$ cat src/rtl/fp16_pkg.sv
// Shared binary16 types, constants and rounding helpers for the FP datapath.
package fp16_pkg;

    typedef enum logic [2:0] {
        RM_RNE = 3'd0,
        RM_RTZ = 3'd1,
        RM_RDN = 3'd2,
        RM_RUP = 3'd3,
        RM_RMM = 3'd4
    } roundmode_e;

    typedef struct packed {
        logic nv;
        logic dz;
        logic of;
        logic uf;
        logic nx;
    } status_t;

    typedef struct packed {
        logic       sign;
        logic [4:0] exp;
        logic [9:0] frac;
    } fp16_t;

    // Normalised operand: 11-bit mantissa with hidden bit at [10], exponent
    // held as 8-bit two's complement so subnormals can go below 1.
    typedef struct packed {
        logic [7:0]  exp;
        logic [10:0] mant;
    } norm_t;

    localparam int unsigned BIAS = 15;
    localparam logic [15:0] QNAN = 16'h7E00;
    localparam logic [15:0] PINF = 16'h7C00;
    localparam logic [15:0] MAXF = 16'h7BFF;

    // Bring a finite operand to 1.xxx form; subnormals shift by leading-zero count.
    function automatic norm_t fp16_norm(input fp16_t x);
        norm_t      n;
        logic [3:0] sh;
        sh = 4'd0;
        for (int i = 0; i < 10; i++) begin
            if (x.frac[i]) sh = 4'(10 - i);
        end
        if (x.exp == 5'd0) begin
            n.exp  = 8'd1 - {4'd0, sh};
            n.mant = {1'b0, x.frac} << sh;
        end else begin
            n.exp  = {3'd0, x.exp};
            n.mant = {1'b1, x.frac};
        end
        return n;
    endfunction

    // Increment decision for one rounding step; rest = round | sticky.
    function automatic logic round_up(input roundmode_e mode, input logic sign,
                                      input logic lsb, input logic guard,
                                      input logic rest);
        case (mode)
            RM_RTZ:  return 1'b0;
            RM_RDN:  return sign & (guard | rest);
            RM_RUP:  return ~sign & (guard | rest);
            RM_RMM:  return guard;
            default: return guard & (rest | lsb);
        endcase
    endfunction

    // Whether an overflow saturates to infinity (else to max finite).
    function automatic logic ovf_to_inf(input roundmode_e mode, input logic sign);
        case (mode)
            RM_RTZ:  return 1'b0;
            RM_RDN:  return sign;
            RM_RUP:  return ~sign;
            default: return 1'b1;
        endcase
    endfunction

endpackage

$ cat src/rtl/fp16_round.sv
// Combinational binary16 rounder: denormalises, rounds, packs and flags.
module fp16_round
    import fp16_pkg::*;
(
    input  logic              sign_i,
    input  logic signed [7:0] exp_i,
    input  logic [10:0]       mant_i,
    input  logic              guard_i,
    input  logic              round_i,
    input  logic              sticky_i,
    input  roundmode_e        mode_i,
    output logic [15:0]       result_c_o,
    output logic              of_c_o,
    output logic              uf_c_o,
    output logic              nx_c_o
);

    logic              tiny_pre;
    logic signed [8:0] shdiff;
    logic [3:0]        shamt;
    logic [26:0]       wide;
    logic [10:0]       m2;
    logic              g2;
    logic              rs;
    logic              inexact;
    logic              inc;
    logic              full_inc;
    logic              tiny;
    logic              ovf;
    logic [4:0]        ebase;
    logic [14:0]       sum;

    // Shift into subnormal range, round, and detect overflow/tininess.
    always_comb begin
        tiny_pre = (exp_i <= 8'sd0);
        shdiff   = 9'sd1 - {exp_i[7], exp_i};
        shamt    = 4'd0;
        if (tiny_pre) shamt = (shdiff > 9'sd14) ? 4'd14 : shdiff[3:0];
        wide     = {mant_i, guard_i, round_i, 14'd0} >> shamt;
        m2       = wide[26:16];
        g2       = wide[15];
        rs       = (|wide[14:0]) | sticky_i;
        inexact  = g2 | rs;
        inc      = round_up(mode_i, sign_i, m2[0], g2, rs);
        // Hidden bit is added back through m2, so normals use exponent-1 as base.
        ebase    = tiny_pre ? 5'd0 : 5'(exp_i - 8'sd1);
        sum      = {ebase, 10'd0} + 15'(m2) + 15'(inc);
        ovf      = (exp_i > 8'sd30) | (sum[14:10] == 5'h1F);
        // Tininess after rounding: only a 0x7FF mantissa at exponent 0 can escape.
        full_inc = round_up(mode_i, sign_i, mant_i[0], guard_i, round_i | sticky_i);
        tiny     = tiny_pre & ~((exp_i == 8'sd0) & (mant_i == 11'h7FF) & full_inc);

        result_c_o = {sign_i, sum};
        of_c_o     = 1'b0;
        uf_c_o     = tiny & inexact;
        nx_c_o     = inexact;
        if (ovf) begin
            result_c_o = ovf_to_inf(mode_i, sign_i) ? {sign_i, 15'(PINF)}
                                                    : {sign_i, 15'(MAXF)};
            of_c_o     = 1'b1;
            uf_c_o     = 1'b0;
            nx_c_o     = 1'b1;
        end
    end

endmodule

$ cat src/rtl/fp16_div_seq.sv
// Iterative binary16 divider, one restoring quotient bit per cycle.
module fp16_div_seq
    import fp16_pkg::*;
(
    input  logic        clk_i,
    input  logic        rst_i,
    input  logic        in_valid_i,
    output logic        in_ready_o,
    input  logic [31:0] operands_i,
    input  logic [2:0]  rnd_mode_i,
    output logic        out_valid_o,
    input  logic        out_ready_i,
    output logic [15:0] result_o,
    output logic [4:0]  status_o
);

    localparam int unsigned QBITS = 13;
    localparam int unsigned CW    = 4;

    localparam logic [2:0] IDLE   = 3'd0;
    localparam logic [2:0] UNPACK = 3'd1;
    localparam logic [2:0] DIV    = 3'd2;
    localparam logic [2:0] ROUND  = 3'd3;
    localparam logic [2:0] DONE   = 3'd4;

    logic [2:0]        state_q, state_d;
    fp16_t             a_q, a_d, b_q, b_d;
    roundmode_e        rnd_q, rnd_d;
    logic              sign_q, sign_d;
    logic signed [7:0] exp_q, exp_d;
    logic [10:0]       mb_q, mb_d;
    logic [11:0]       rem_q, rem_d;
    logic [12:0]       quo_q, quo_d;
    logic [CW-1:0]     cnt_q, cnt_d;
    logic              spec_q, spec_d;
    logic [15:0]       spec_res_q, spec_res_d;
    status_t           spec_st_q, spec_st_d;
    logic [15:0]       res_q, res_d;
    status_t           st_q, st_d;
    logic              out_valid_q, out_valid_d;
    logic              in_ready_q, in_ready_d;

    norm_t             na, nb;
    logic              a_zero, a_inf, a_nan, b_zero, b_inf, b_nan;
    logic              is_spec;
    logic [15:0]       sp_res;
    status_t           sp_st;
    logic              sp_sign;

    logic signed [7:0] r_exp;
    logic [10:0]       r_mant;
    logic              r_g, r_r;
    logic [15:0]       r_res;
    logic              r_of, r_uf, r_nx;

    logic              div_ge;
    logic [11:0]       div_diff;

    // Operand classification and forced results for special operands.
    always_comb begin
        na      = fp16_norm(a_q);
        nb      = fp16_norm(b_q);
        a_zero  = (a_q.exp == 5'd0)  && (a_q.frac == 10'd0);
        a_inf   = (a_q.exp == 5'h1F) && (a_q.frac == 10'd0);
        a_nan   = (a_q.exp == 5'h1F) && (a_q.frac != 10'd0);
        b_zero  = (b_q.exp == 5'd0)  && (b_q.frac == 10'd0);
        b_inf   = (b_q.exp == 5'h1F) && (b_q.frac == 10'd0);
        b_nan   = (b_q.exp == 5'h1F) && (b_q.frac != 10'd0);
        sp_sign = a_q.sign ^ b_q.sign;
        is_spec = 1'b1;
        sp_res  = QNAN;
        sp_st   = '0;
        if (a_nan || b_nan) begin
            sp_st.nv = (a_nan & ~a_q.frac[9]) | (b_nan & ~b_q.frac[9]);
        end else if ((a_zero && b_zero) || (a_inf && b_inf)) begin
            sp_st.nv = 1'b1;
        end else if (a_inf) begin
            sp_res = {sp_sign, 15'(PINF)};
        end else if (b_inf) begin
            sp_res = {sp_sign, 15'd0};
        end else if (b_zero) begin
            sp_res   = {sp_sign, 15'(PINF)};
            sp_st.dz = 1'b1;
        end else if (a_zero) begin
            sp_res = {sp_sign, 15'd0};
        end else begin
            is_spec = 1'b0;
        end
    end

    // Realign the quotient so the leading one sits at the hidden-bit position.
    always_comb begin
        if (quo_q[12]) begin
            r_exp  = exp_q;
            r_mant = quo_q[12:2];
            r_g    = quo_q[1];
            r_r    = quo_q[0];
        end else begin
            r_exp  = exp_q - 8'sd1;
            r_mant = quo_q[11:1];
            r_g    = quo_q[0];
            r_r    = 1'b0;
        end
    end

    fp16_round u_round (
        .sign_i     (sign_q),
        .exp_i      (r_exp),
        .mant_i     (r_mant),
        .guard_i    (r_g),
        .round_i    (r_r),
        .sticky_i   (|rem_q),
        .mode_i     (rnd_q),
        .result_c_o (r_res),
        .of_c_o     (r_of),
        .uf_c_o     (r_uf),
        .nx_c_o     (r_nx)
    );

    // Next-state and datapath updates.
    always_comb begin
        state_d    = state_q;
        a_d        = a_q;
        b_d        = b_q;
        rnd_d      = rnd_q;
        sign_d     = sign_q;
        exp_d      = exp_q;
        mb_d       = mb_q;
        rem_d      = rem_q;
        quo_d      = quo_q;
        cnt_d      = cnt_q;
        spec_d     = spec_q;
        spec_res_d = spec_res_q;
        spec_st_d  = spec_st_q;
        res_d      = res_q;
        st_d       = st_q;
        div_ge     = (rem_q >= {1'b0, mb_q});
        div_diff   = div_ge ? (rem_q - {1'b0, mb_q}) : rem_q;

        case (state_q)
            IDLE: begin
                if (in_valid_i) begin
                    a_d     = fp16_t'(operands_i[31:16]);
                    b_d     = fp16_t'(operands_i[15:0]);
                    rnd_d   = (rnd_mode_i > 3'd4) ? RM_RNE : roundmode_e'(rnd_mode_i);
                    state_d = UNPACK;
                end
            end
            UNPACK: begin
                sign_d     = sp_sign;
                exp_d      = na.exp - nb.exp + 8'(BIAS);
                mb_d       = nb.mant;
                rem_d      = {1'b0, na.mant};
                quo_d      = '0;
                cnt_d      = '0;
                spec_d     = is_spec;
                spec_res_d = sp_res;
                spec_st_d  = sp_st;
                state_d    = is_spec ? ROUND : DIV;
            end
            DIV: begin
                quo_d = {quo_q[11:0], div_ge};
                rem_d = div_diff << 1;
                cnt_d = cnt_q + 1'b1;
                if (cnt_q == CW'(QBITS - 1)) state_d = ROUND;
            end
            ROUND: begin
                if (spec_q) begin
                    res_d = spec_res_q;
                    st_d  = spec_st_q;
                end else begin
                    res_d = r_res;
                    st_d  = '{nv: 1'b0, dz: 1'b0, of: r_of, uf: r_uf, nx: r_nx};
                end
                state_d = DONE;
            end
            DONE: begin
                if (out_ready_i) state_d = IDLE;
            end
            default: state_d = IDLE;
        endcase

        out_valid_d = (state_d == DONE);
        in_ready_d  = (state_d == IDLE);
    end

    // State and datapath registers.
    always_ff @(posedge clk_i or posedge rst_i) begin
        if (rst_i) begin
            state_q     <= IDLE;
            a_q         <= '0;
            b_q         <= '0;
            rnd_q       <= RM_RNE;
            sign_q      <= 1'b0;
            exp_q       <= '0;
            mb_q        <= '0;
            rem_q       <= '0;
            quo_q       <= '0;
            cnt_q       <= '0;
            spec_q      <= 1'b0;
            spec_res_q  <= '0;
            spec_st_q   <= '0;
            res_q       <= '0;
            st_q        <= '0;
            out_valid_q <= 1'b0;
            in_ready_q  <= 1'b1;
        end else begin
            state_q     <= state_d;
            a_q         <= a_d;
            b_q         <= b_d;
            rnd_q       <= rnd_d;
            sign_q      <= sign_d;
            exp_q       <= exp_d;
            mb_q        <= mb_d;
            rem_q       <= rem_d;
            quo_q       <= quo_d;
            cnt_q       <= cnt_d;
            spec_q      <= spec_d;
            spec_res_q  <= spec_res_d;
            spec_st_q   <= spec_st_d;
            res_q       <= res_d;
            st_q        <= st_d;
            out_valid_q <= out_valid_d;
            in_ready_q  <= in_ready_d;
        end
    end

    assign in_ready_o  = in_ready_q;
    assign out_valid_o = out_valid_q;
    assign result_o    = res_q;
    assign status_o    = st_q;

endmodule

$ cat config.mk
export PLATFORM = sky130hd
export DESIGN_NAME = fp16_div_seq
export DESIGN_NICKNAME = d
export VERILOG_FILES = /design/src/rtl/fp16_pkg.sv /design/src/rtl/fp16_round.sv /design/src/rtl/fp16_div_seq.sv
export SDC_FILE = /design/constraint.sdc
export NUM_CORES = 1
export LEC_CHECK = 0
export BUFFER_PORTS_ARGS = -buffer_cell sky130_fd_sc_hd__buf_2
export CAP_MARGIN = 5
export CORE_MARGIN = 1
export CORE_UTILIZATION = 60
export DETAILED_ROUTE_END_ITERATION = 16
export GPL_TIMING_DRIVEN = 1
export PLACE_DENSITY = 0.86
export SYNTH_ARGS = -nofsm -noshare
export SYNTH_HDL_FRONTEND = slang
export SYNTH_SLANG_ARGS = --single-unit
$ cat constraint.sdc
create_clock -name clk_i -period 9.5 [get_ports clk_i]
set_clock_uncertainty 0.2 [all_clocks]
set_input_delay 1.9 -clock clk_i [delete_from_list [all_inputs] [get_ports clk_i]]
set_output_delay 1.9 -clock clk_i [all_outputs]
set_load 0.03 [all_outputs]
==> impl_metrics.env, run 1 <==
export IMPL_holdBufCountCts=0
export IMPL_critPathMaxStageDelay_ps=980
export IMPL_die_w_um=124.3
export IMPL_clk_path_buf_depth=2
export IMPL_fp_row_count=44
export IMPL_switching_share_pct=49.85
export IMPL_antenna_found_initial=0
export IMPL_drive_gt1_share_pct=16.18
export IMPL_nNetsFinal=1158
export IMPL_crit_top_cell="ha_1"
export IMPL_synthMostInstantiatedCell="dfrtp_1"
export IMPL_final_seq_area_um2=2904
export IMPL_cts_resized=0
export IMPL_postSynthCellCount=1051
export IMPL_route_vias_total=8505
export IMPL_cp_max_fo=31
export IMPL_drt_initial_drc_count=829
export IMPL_synth_commonest_cells="dfrtp_1 (115), nand2_1 (110), nor2_1 (108)"
export IMPL_synthTopCellsByArea="dfrtp_1 (32%), ha_1 (5.0%), nand2_1 (4.6%)"
export IMPL_hold_viol_final=0
export IMPL_ys_flop_type="dfrtp_1"
export IMPL_top_layer="met4"
export IMPL_min_path_cells=2
export IMPL_htreeDepth=4
export IMPL_min_period_ps=7948
export IMPL_leakagePower_uw=0.004301
export IMPL_ys_seq_area_share_pct=32.34
export IMPL_routed_wl_um=24360
export IMPL_clk_pin_slew_ps=60
export IMPL_worst_path_buf_inv=1
export IMPL_critPathKind="flop to flop"
export IMPL_viasPerCell=6.655
export IMPL_critPathSlowestCell="dfrtp_1"
export IMPL_final_setup_viol_count=0
export IMPL_rsz0062_at_grt="no"
export IMPL_num_antenna_cells=0
export IMPL_slew_headroom_pct=24.52
export IMPL_outcome="complete, no violations"
export IMPL_cp_top_family="simple AND/OR/NAND/NOR gates"
export IMPL_synth_cell_types=105
export IMPL_multi_input_area_um2=5595
export IMPL_cp_cell_sequence="nor2b_1 -> nor2_1 -> inv_1 -> ha_1 -> and4_1 -> or4_2 -> and4_1 -> o2111ai_4 -> nand3_2 -> o221ai_1 -> o21ai_0 -> or3_1 -> or3_1 -> o41ai_1 -> and3_1 -> a211oi_1 -> ha_1 -> ha_1 -> o21ai_1 -> nor4_1 -> xnor2_1 -> nand4b_4 -> o31a_1 -> o311ai_1"
export IMPL_synth_area_um2=8979
export IMPL_clk_latency_ps=420
export IMPL_r2r_cells=24
export IMPL_wl_met1_um=10000
export IMPL_die_height_um=124.3
export IMPL_clock_sinks=116
export IMPL_worstMarginPinSlew_ps=1128
export IMPL_cts_tree="built"
export IMPL_wl_per_cell_um=19.06
export IMPL_n_fill_cell=1139
export IMPL_dieArea_um2=15460
export IMPL_yosysWarnings=0
export IMPL_power_frac_clock_pct=15.9
export IMPL_drc=0
export IMPL_grt_pass1_vias=8247
export IMPL_min_to="result_o[12]"
export IMPL_r2r_end="result_o[4]"
export IMPL_drv_slew=0
export IMPL_cp_arrival_ps=8030
export IMPL_min_path_type="flop to flop"
export IMPL_grt_usage_pct=32.93
export IMPL_grt_pass1_wl_um=41290
export IMPL_io_buffers=61
export IMPL_drv_cap=0
export IMPL_synth_top_cell_by_area="dfrtp_1"
export IMPL_dp_slack_ps=1666
export IMPL_final_period_utilization_pct=83.66
export IMPL_syn_nets=1128
export IMPL_grt_max_degree=62
export IMPL_peakVddDrop_mv=0.2563
export IMPL_syn_to_final_growth_pct=10.69
export IMPL_end_kind="flop"
export IMPL_synth_edf_count=0
export IMPL_utilization_pct=68.12
export IMPL_initial_core_util_pct=61.54
export IMPL_cts_buffers=17
export IMPL_powerDensity_nw_per_um2=442.2
export IMPL_p_sw_uw=2191
export IMPL_fin_setup_tns_ps=0
export IMPL_grt_remaining_overflow=0
export IMPL_wl_met3_um=1452
export IMPL_rrSetupSlack_ps=1550
export IMPL_met2_length_um=11890
export IMPL_intPower_uw=2204
export IMPL_drtPass1Iterations=6
export IMPL_ant_nets=0
export IMPL_clock_fmax_mhz=125.8
export IMPL_layout_setup_ws_ps=1552
export IMPL_seqPwrFrac_pct=23.0
export IMPL_hp_start="result_o[12]"
export IMPL_p_total_uw=4395
export IMPL_design_core_area_um2=14590
export IMPL_async_flop_share_pct=100.0
export IMPL_cts_setup_buffers=0
export IMPL_r2r_start="quo_q[12]"
export IMPL_worstPathRequired_ps=9580
export IMPL_synth_top_area_share_pct=32.05
export IMPL_pwr_share_comb_pct=61.0
export IMPL_dp_hpwl_um=17220
export IMPL_ios=62
export IMPL_place_congestion=0.9974
export IMPL_clockRootBuffer="clkbuf_16"
export IMPL_startpoint_type="flop"
export IMPL_synth_avg_cell_area_um2=8.543
export IMPL_synth_seq_cells=116
## worst register-to-register path, stage by stage, from the launching register on
cell       delay, ps
dfrtp_1          980
nor2b_1          160
nor2_1           310
inv_1            220
ha_1             320
and4_1           220
or4_2            650
and4_1           300
o2111ai_4        210
nand3_2          190
o221ai_1         440
o21ai_0          260
or3_1            380
or3_1            330
o41ai_1          400
and3_1           290
a211oi_1          90
ha_1             210
ha_1             220
o21ai_1          220
nor4_1           130
xnor2_1          250
nand4b_4         230
o31a_1           400
o311ai_1         170
## cell families after synthesis
logic type      Yosys count  synth area share (%)
compound gates          307                 24.14
xor+xnor                 41                 4.236
fa+ha+maj                38                 5.463
buf+inv                 111                 5.463
flops                   116                 32.34
mux                      62                 7.678
simple gates            376                 20.68
## stage by stage
step | hold WS [ps] | area, um^2 | std cells
floorplan | 245.7 | 8979 | 1051
global placement | 255.7 | 9296 | 1246
detailed placement | 265.3 | 9296 | 1246
CTS | 281.7 | 9938 | 1278
global route | 292.7 | 9938 | 1278
finish | 277.9 | 9938 | 1278
## layout by cell type, fill, tap and decap left out, types with 5 or more instances in the layout
cell type / instances
o21ai_0: 70
nor2b_1: 11
ha_1: 36
buf_4: 8
mux2i_1: 25
clkbuf_16: 17
xor2_1: 13
or3_1: 5
a21oi_1: 63
buf_2: 61
a211oi_1: 13
o211ai_1: 21
and3_1: 5
a22o_1: 13
a21o_1: 13
nand4_1: 10
nand3_1: 25
a221oi_1: 9
nand2b_1: 9
o31ai_1: 10
dfrtp_1: 115
inv_1: 50
mux2_2: 35
nand2_1: 110
o21ai_1: 5
nor4_1: 13
o221ai_1: 6
or2_2: 6
o22ai_1: 10
nor3_1: 29
and2_1: 5
xnor2_1: 26
bufinv_16: 5
nor2_1: 108
a31oi_1: 10
## per-layer routing
layer  vias up  track usage, %
li1       3946               -
met1      4100           40.74
met2       385           55.83
met3        74           5.026
met4         0           16.51
met5         -               0
## state kept, by name (all words and copies together) (netlist names)
signal and flops:
cnt_q 4, state_q 3, b_q 16, spec_st_q 2, rem_q 12, out_valid_o 1, in_ready_o 1, status_o 5
result_o 16, sign_q 1, exp_q 8, rnd_q 3, a_q 16, spec_res_q 3, quo_q 13, mb_q 11
spec_q 1
## final cells by class
| cell class | instances | area share [%] |
|---|---|---|
| sequential | 116 | 29.22 |
| clock buffer | 22 | 4.671 |
| clock inverter | 10 | 1.788 |
| multi-input combinational | 824 | 56.30 |
| inverter | 53 | 2.027 |
| timing repair buffer | 69 | 3.676 |
| tap | 184 | 2.317 |
## worst max-delay path by stage
stage	startpoint	endpoint	depth (start not counted)
floorplan	exp_q[0]	result_o[4]	28
global placement	quo_q[12]	result_o[4]	24
detailed placement	quo_q[12]	result_o[4]	24
CTS	quo_q[12]	result_o[4]	24
global route	quo_q[12]	result_o[3]	24
finish	quo_q[12]	result_o[4]	24
## power by group through the flow
stage	logic, uW	registers (uW)	clock network [uW]
6_report	2680	1010	700
3_3_place_gp	2530	991	0
5_1_grt	2940	1050	725
4_1_cts	2630	998	704
3_5_place_dp	2580	1000	0
2_1_floorplan	2060	924	0
No activity file was read; power rests on OpenSTA's default activity.
==> run 2: changes to the inputs <==
--- a/config.mk
+++ b/config.mk
@@ -5,6 +5,7 @@
 export SDC_FILE = /design/constraint.sdc
 export NUM_CORES = 1
 export LEC_CHECK = 0
+export ABC_AREA = 1
 export BUFFER_PORTS_ARGS = -buffer_cell sky130_fd_sc_hd__buf_2
 export CAP_MARGIN = 5
 export CORE_MARGIN = 1
==> constraint.sdc (replaced) <==
create_clock -name clk_i -period 8.3 [get_ports clk_i]
set_clock_uncertainty 0.2 [all_clocks]
set_input_delay 1.66 -clock clk_i [delete_from_list [all_inputs] [get_ports clk_i]]
set_output_delay 1.66 -clock clk_i [all_outputs]
set_load 0.03 [all_outputs]
==> run 2 against run 1 <==
  * Synthesized cell count rose by 16%
  * Final area fell by 5.6%
  * Via count fell by 0.42%
  * Sequential cell count did not move
  * Die area fell by 6.4%
  * Synthesized area fell by 6.5%
  * Clock-buffer cell count fell by 2
  * Cell count rose by 14%
  * Wire length fell by 9.6%
  * Setup slack improved by 490 ps
  * Register-to-register slack improved by 490 ps
  * Critical path type unchanged
  * Highest routed layer unchanged
==> impl_metrics.env, run 2 <==
export IMPL_min_path_type="flop to flop"
export IMPL_slew_headroom_pct=33.59
export IMPL_clock_sinks=116
export IMPL_fp_row_count=42
export IMPL_fin_setup_tns_ps=0
export IMPL_synth_edf_count=0
export IMPL_ys_flop_type="dfrtp_1"
export IMPL_cts_buffers=17
export IMPL_drc=0
export IMPL_r2r_end="result_o[9]"
export IMPL_worstMarginPinSlew_ps=993.8
export IMPL_routed_wl_um=22030
export IMPL_dp_hpwl_um=16080
export IMPL_min_period_ps=6262
export IMPL_final_setup_viol_count=0
export IMPL_critPathSlowestCell="dfrtp_1"
export IMPL_async_flop_share_pct=100.0
export IMPL_synth_area_um2=8391
export IMPL_drtPass1Iterations=5
export IMPL_die_height_um=120.3
export IMPL_grt_pass1_vias=7867
export IMPL_hp_start="result_o[3]"
export IMPL_syn_nets=1301
export IMPL_cts_setup_buffers=0
export IMPL_clockRootBuffer="clkbuf_16"
export IMPL_nNetsFinal=1347
export IMPL_layout_commonest_cell="nand2_1"
export IMPL_cp_arrival_ps=6360
export IMPL_clock_fmax_mhz=159.7
export IMPL_syn_to_final_growth_pct=11.81
export IMPL_route_vias_total=8469
export IMPL_startpoint_type="flop"
export IMPL_synth_top_area_share_pct=34.30
export IMPL_num_antenna_cells=0
export IMPL_synth_avg_cell_area_um2=6.855
export IMPL_layout_common_cells="nand2_1 (324), inv_1 (149), o21ai_0 (132)"
export IMPL_worst_path_buf_inv=5
export IMPL_r2r_cells=36
export IMPL_cts_tree="built"
export IMPL_drt_initial_drc_count=669
export IMPL_ios=62
export IMPL_grt_usage_pct=32.01
export IMPL_wl_per_cell_um=15.10
export IMPL_grt_max_degree=80
export IMPL_rsz0062_at_grt="no"
export IMPL_critPathKind="flop to flop"
export IMPL_postSynthCellCount=1224
export IMPL_viasPerCell=5.805
export IMPL_ys_seq_area_share_pct=34.61
export IMPL_place_congestion=0.9463
export IMPL_hold_viol_final=0
export IMPL_ant_nets=0
export IMPL_dieArea_um2=14460
export IMPL_synthTopCellsByArea="dfrtp_1 (34%), nand2_1 (14%), o21ai_0 (7.9%)"
export IMPL_initial_core_util_pct=62.37
export IMPL_antenna_found_initial=0
export IMPL_r2r_start="quo_q[12]"
export IMPL_design_core_area_um2=13450
export IMPL_drive_gt1_share_pct=11.61
export IMPL_end_kind="flop"
export IMPL_holdBufCountCts=0
export IMPL_htreeDepth=4
export IMPL_outcome="complete, no violations"
export IMPL_min_to="result_o[3]"
export IMPL_grt_remaining_overflow=0
export IMPL_drv_cap=0
export IMPL_cts_resized=0
export IMPL_die_w_um=120.3
export IMPL_synth_commonest_cells="nand2_1 (324), inv_1 (150), o21ai_0 (132)"
export IMPL_whs_ps=272.4
export IMPL_clk_pin_slew_ps=60
export IMPL_crit_top_cell="nand2_1"
export IMPL_grt_pass1_wl_um=36740
export IMPL_min_path_cells=2
export IMPL_final_period_utilization_pct=75.45
export IMPL_synth_seq_cells=116
export IMPL_synth_cell_types=53
export IMPL_cp_top_family="simple AND/OR/NAND/NOR gates"
export IMPL_synth_top_cell_by_area="dfrtp_1"
export IMPL_worstPathRequired_ps=8400
export IMPL_io_buffers=61
export IMPL_clk_latency_ps=430
export IMPL_rrSetupSlack_ps=2040
export IMPL_cp_max_fo=31
export IMPL_clk_path_buf_depth=2
export IMPL_drv_slew=0
export IMPL_synthMostInstantiatedCell="nand2_1"
export IMPL_yosysWarnings=0
export IMPL_critPathMaxStageDelay_ps=850
[run 2: routing by layer]
layer | global-route usage [%] | routed length (um) | up-vias
li1 | - | - | 4153
met1 | 39.54 | 9373 | 3930
met2 | 52.95 | 10510 | 308
met3 | 5.047 | 1089 | 78
met4 | 19.14 | 1057 | 0
met5 | 0 | 0 | -
[run 2: worst max path at each step]
stage          startpoint           to  slack [ps]  depth (start not counted)
3_5_place_dp    quo_q[12]  result_o[9]        2150                         36
4_1_cts         quo_q[12]  result_o[0]        2130                         36
6_report        quo_q[12]  result_o[9]        2040                         36
2_1_floorplan    exp_q[0]  result_o[9]        3250                         37
3_3_place_gp    quo_q[12]  result_o[9]        2440                         38
5_1_grt         quo_q[12]  result_o[9]        1320                         38
[run 2: cell families after synthesis]
family,count (synthesis),synth area share [%]
and+or+nand+nor,583,30.05
AOI/OAI and AO/OA,265,17.92
buffers and inverters,202,9.454
DFF,116,34.61
adders and majority gates,38,5.846
xor gates and xnor gates,18,1.879
muxes,2,0.2386
[run 2: final cells by class]
type | count | area (um^2)
fill | 1134 | 4071
tap | 176 | 220.2
clock inverter | 12 | 155.1
multi-input combinational | 906 | 4698
clock buffer | 20 | 446.7
inverter | 163 | 614.3
timing repair buffer | 66 | 342.8
sequential | 116 | 2904
[run 2: worst register-to-register path: cells and delay by family (launching register included)]
family / cells / cell delay [ps]
simple gates: 24 / 2900
flops: 1 / 850
buf+inv: 5 / 770
fa+ha+maj: 3 / 710
compound gates: 4 / 700
[run 2: per-stage QoR]
stage	utilization (%)	worst slack, ps	area (um^2)	cells
after floorplan	-	3247	8391	1224
after global placement	65.26	2440	8780	1427
after detailed placement	65.26	2155	8780	1427
after CTS	69.74	2130	9382	1459
after global routing	69.74	1323	9382	1459
final	69.74	2038	9382	1459
Power of run 2 is not shown: default switching activity piles up to over one toggle a cycle in this logic, so the estimate is an artifact.
==> run 3: changes to the inputs <==
--- a/config.mk
+++ b/config.mk
@@ -5,14 +5,14 @@
 export SDC_FILE = /design/constraint.sdc
 export NUM_CORES = 1
 export LEC_CHECK = 0
-export ABC_AREA = 1
+export ABC_AREA = 0
 export BUFFER_PORTS_ARGS = -buffer_cell sky130_fd_sc_hd__buf_2
 export CAP_MARGIN = 5
 export CORE_MARGIN = 1
-export CORE_UTILIZATION = 60
+export CORE_UTILIZATION = 56
 export DETAILED_ROUTE_END_ITERATION = 16
 export GPL_TIMING_DRIVEN = 1
-export PLACE_DENSITY = 0.86
+export PLACE_DENSITY = 0.85
 export SYNTH_ARGS = -nofsm -noshare
 export SYNTH_HDL_FRONTEND = slang
 export SYNTH_SLANG_ARGS = --single-unit
==> constraint.sdc (replaced) <==
create_clock -name clk_i -period 5.47 [get_ports clk_i]
set_clock_uncertainty 0.2 [all_clocks]
set_input_delay 1.094 -clock clk_i [delete_from_list [all_inputs] [get_ports clk_i]]
set_output_delay 1.094 -clock clk_i [all_outputs]
set_load 0.03 [all_outputs]
==> run 3 against run 2 <==
  * The run now ends with negative setup slack left
  * Via count grew 11%
  * Clock-buffer cell count stayed put
  * Sequential cell count unchanged
  * Non-clock buffer count grew 152
  * Core utilization increased by 5.3 points
  * Register-to-register slack worse by 2700 ps
  * Fmax rose by 2.7%
  * Wire length grew 27%
==> impl_metrics.env, run 3 (same netlist as run 1, synthesis figures left out) <==
export IMPL_clock_fmax_mhz=164.0
export IMPL_die_height_um=128.6
export IMPL_drc=0
export IMPL_drive_gt1_share_pct=31.65
export IMPL_syn_to_final_growth_pct=29.00
export IMPL_wl_per_cell_um=19.28
export IMPL_worstPathRequired_ps=5600
export IMPL_grt_max_degree=85
export IMPL_cp_max_fo=6
export IMPL_critPathKind="flop to flop"
export IMPL_holdBufCountCts=0
export IMPL_routed_wl_um=28070
export IMPL_min_period_ps=6098
export IMPL_dp_slack_ps=-576.3
export IMPL_final_period_utilization_pct=111.5
export IMPL_grt_remaining_overflow=0
export IMPL_dieArea_um2=16540
export IMPL_worstMarginPinSlew_ps=1034
export IMPL_rsz0062_at_grt="yes"
export IMPL_route_vias_total=9378
export IMPL_layout_setup_ws_ps=-628.0
export IMPL_clk_latency_ps=420
export IMPL_cts_buffers=17
export IMPL_drv_cap=0
export IMPL_clk_path_buf_depth=2
export IMPL_dp_hpwl_um=18930
export IMPL_cp_arrival_ps=6230
export IMPL_cts_tree="built"
export IMPL_fp_row_count=45
export IMPL_grt_pass1_wl_um=44820
export IMPL_drv_slew=0
export IMPL_n_fill_cell=1068
export IMPL_io_buffers=61
export IMPL_fin_setup_tns_ps=-8539
export IMPL_grt_pass1_vias=9245
export IMPL_ios=62
export IMPL_violations="negative setup slack"
export IMPL_final_setup_viol_count=17
export IMPL_num_antenna_cells=0
export IMPL_grt_usage_pct=34.53
export IMPL_layout_commonest_cell="buf_4"
export IMPL_startpoint_type="flop"
export IMPL_htreeDepth=4
export IMPL_design_core_area_um2=15430
export IMPL_initial_core_util_pct=58.20
export IMPL_viasPerCell=6.441
export IMPL_end_kind="flop"
export IMPL_die_w_um=128.6
export IMPL_layout_common_cells="buf_4 (148), dfrtp_1 (115), nand2_1 (107)"
export IMPL_drt_initial_drc_count=1002
export IMPL_slew_headroom_pct=30.84
export IMPL_clockRootBuffer="clkbuf_16"
export IMPL_outcome="finished with violations"
export IMPL_ant_nets=0
export IMPL_min_path_type="flop to flop"
export IMPL_antenna_found_initial=0
export IMPL_nNetsFinal=1309
export IMPL_hold_viol_final=0
export IMPL_clock_sinks=116
export IMPL_place_congestion=0.9629
export IMPL_clk_pin_slew_ps=60
export IMPL_drtPass1Iterations=7
[run 3: what timing repair did]
item                       4_1_cts  5_1_grt
pin swaps                       36       23
gates cloned                     2        0
setup endpoints to repair       17       17
setup buffers                   14        8
gates resized for setup         44       35
[run 3: final timing paths]
kind | from | end | slack [ps] | cells past startpoint
min in group asynchronous | rst_i | spec_st_q[4] | 690 | 2
max in group asynchronous | rst_i | b_q[1] | 3390 | 3
hold / removal | spec_res_q[9] | spec_res_q[9] | 280 | 2
setup reg to reg | exp_q[2] | result_o[0] | -630 | 26
setup / recovery | exp_q[2] | result_o[0] | -630 | 26
hold reg to reg | spec_res_q[9] | spec_res_q[9] | 280 | 2
[run 3: cell type report]
class / count / area (um^2) / area share, %
clock inverter: 12 / 132.6 / 1.145
sequential: 116 / 2904 / 25.07
timing repair buffer: 218 / 1518 / 13.10
multi-input combinational: 826 / 6111 / 52.76
inverter: 53 / 206.4 / 1.782
tap: 211 / 264.0 / 2.279
clock buffer: 20 / 446.7 / 3.857
[run 3: per-stage QoR]
step	cells	utilization [%]	instance area [um^2]	hold slack (ps)
2_1_floorplan	1051	-	9124	245.7
3_3_place_gp	1403	67.72	10450	256.4
3_5_place_dp	1403	67.72	10450	264.6
4_1_cts	1449	73.50	11340	276.8
5_1_grt	1456	75.08	11580	293.1
6_report	1456	75.08	11580	275.4
[run 3: worst max-delay path, stage by stage, from the launching register on]
cell and delay (ps):
dfrtp_1 380, or4_4 550, or4_4 480, xor2_4 290
buf_6 140, nand4_1 140, a21oi_2 230, buf_4 150
a2bb2oi_2 170, buf_4 140, o221ai_2 150, buf_4 190
o221ai_4 160, nand3b_1 200, o41ai_4 90, a41oi_1 180
nor2_1 70, a211oi_2 220, ha_2 260, buf_6 120
ha_4 150, o21ai_4 80, or4_4 450, nand3_4 100
nand4b_4 190, o31a_1 380, o211ai_1 150
[run 3: routing by layer]
layer  share of wire, %  routed length (um)  GRT usage, %  up-vias
met3                6.6                1854         4.906      158
li1                   -                   -             -     4258
met1                 39               10970         41.88     4432
met4                6.1                1710         21.87        0
met5                  0                   0             0        -
met2                 48               13540         58.03      530
Power of run 3 is left out for the same reason.
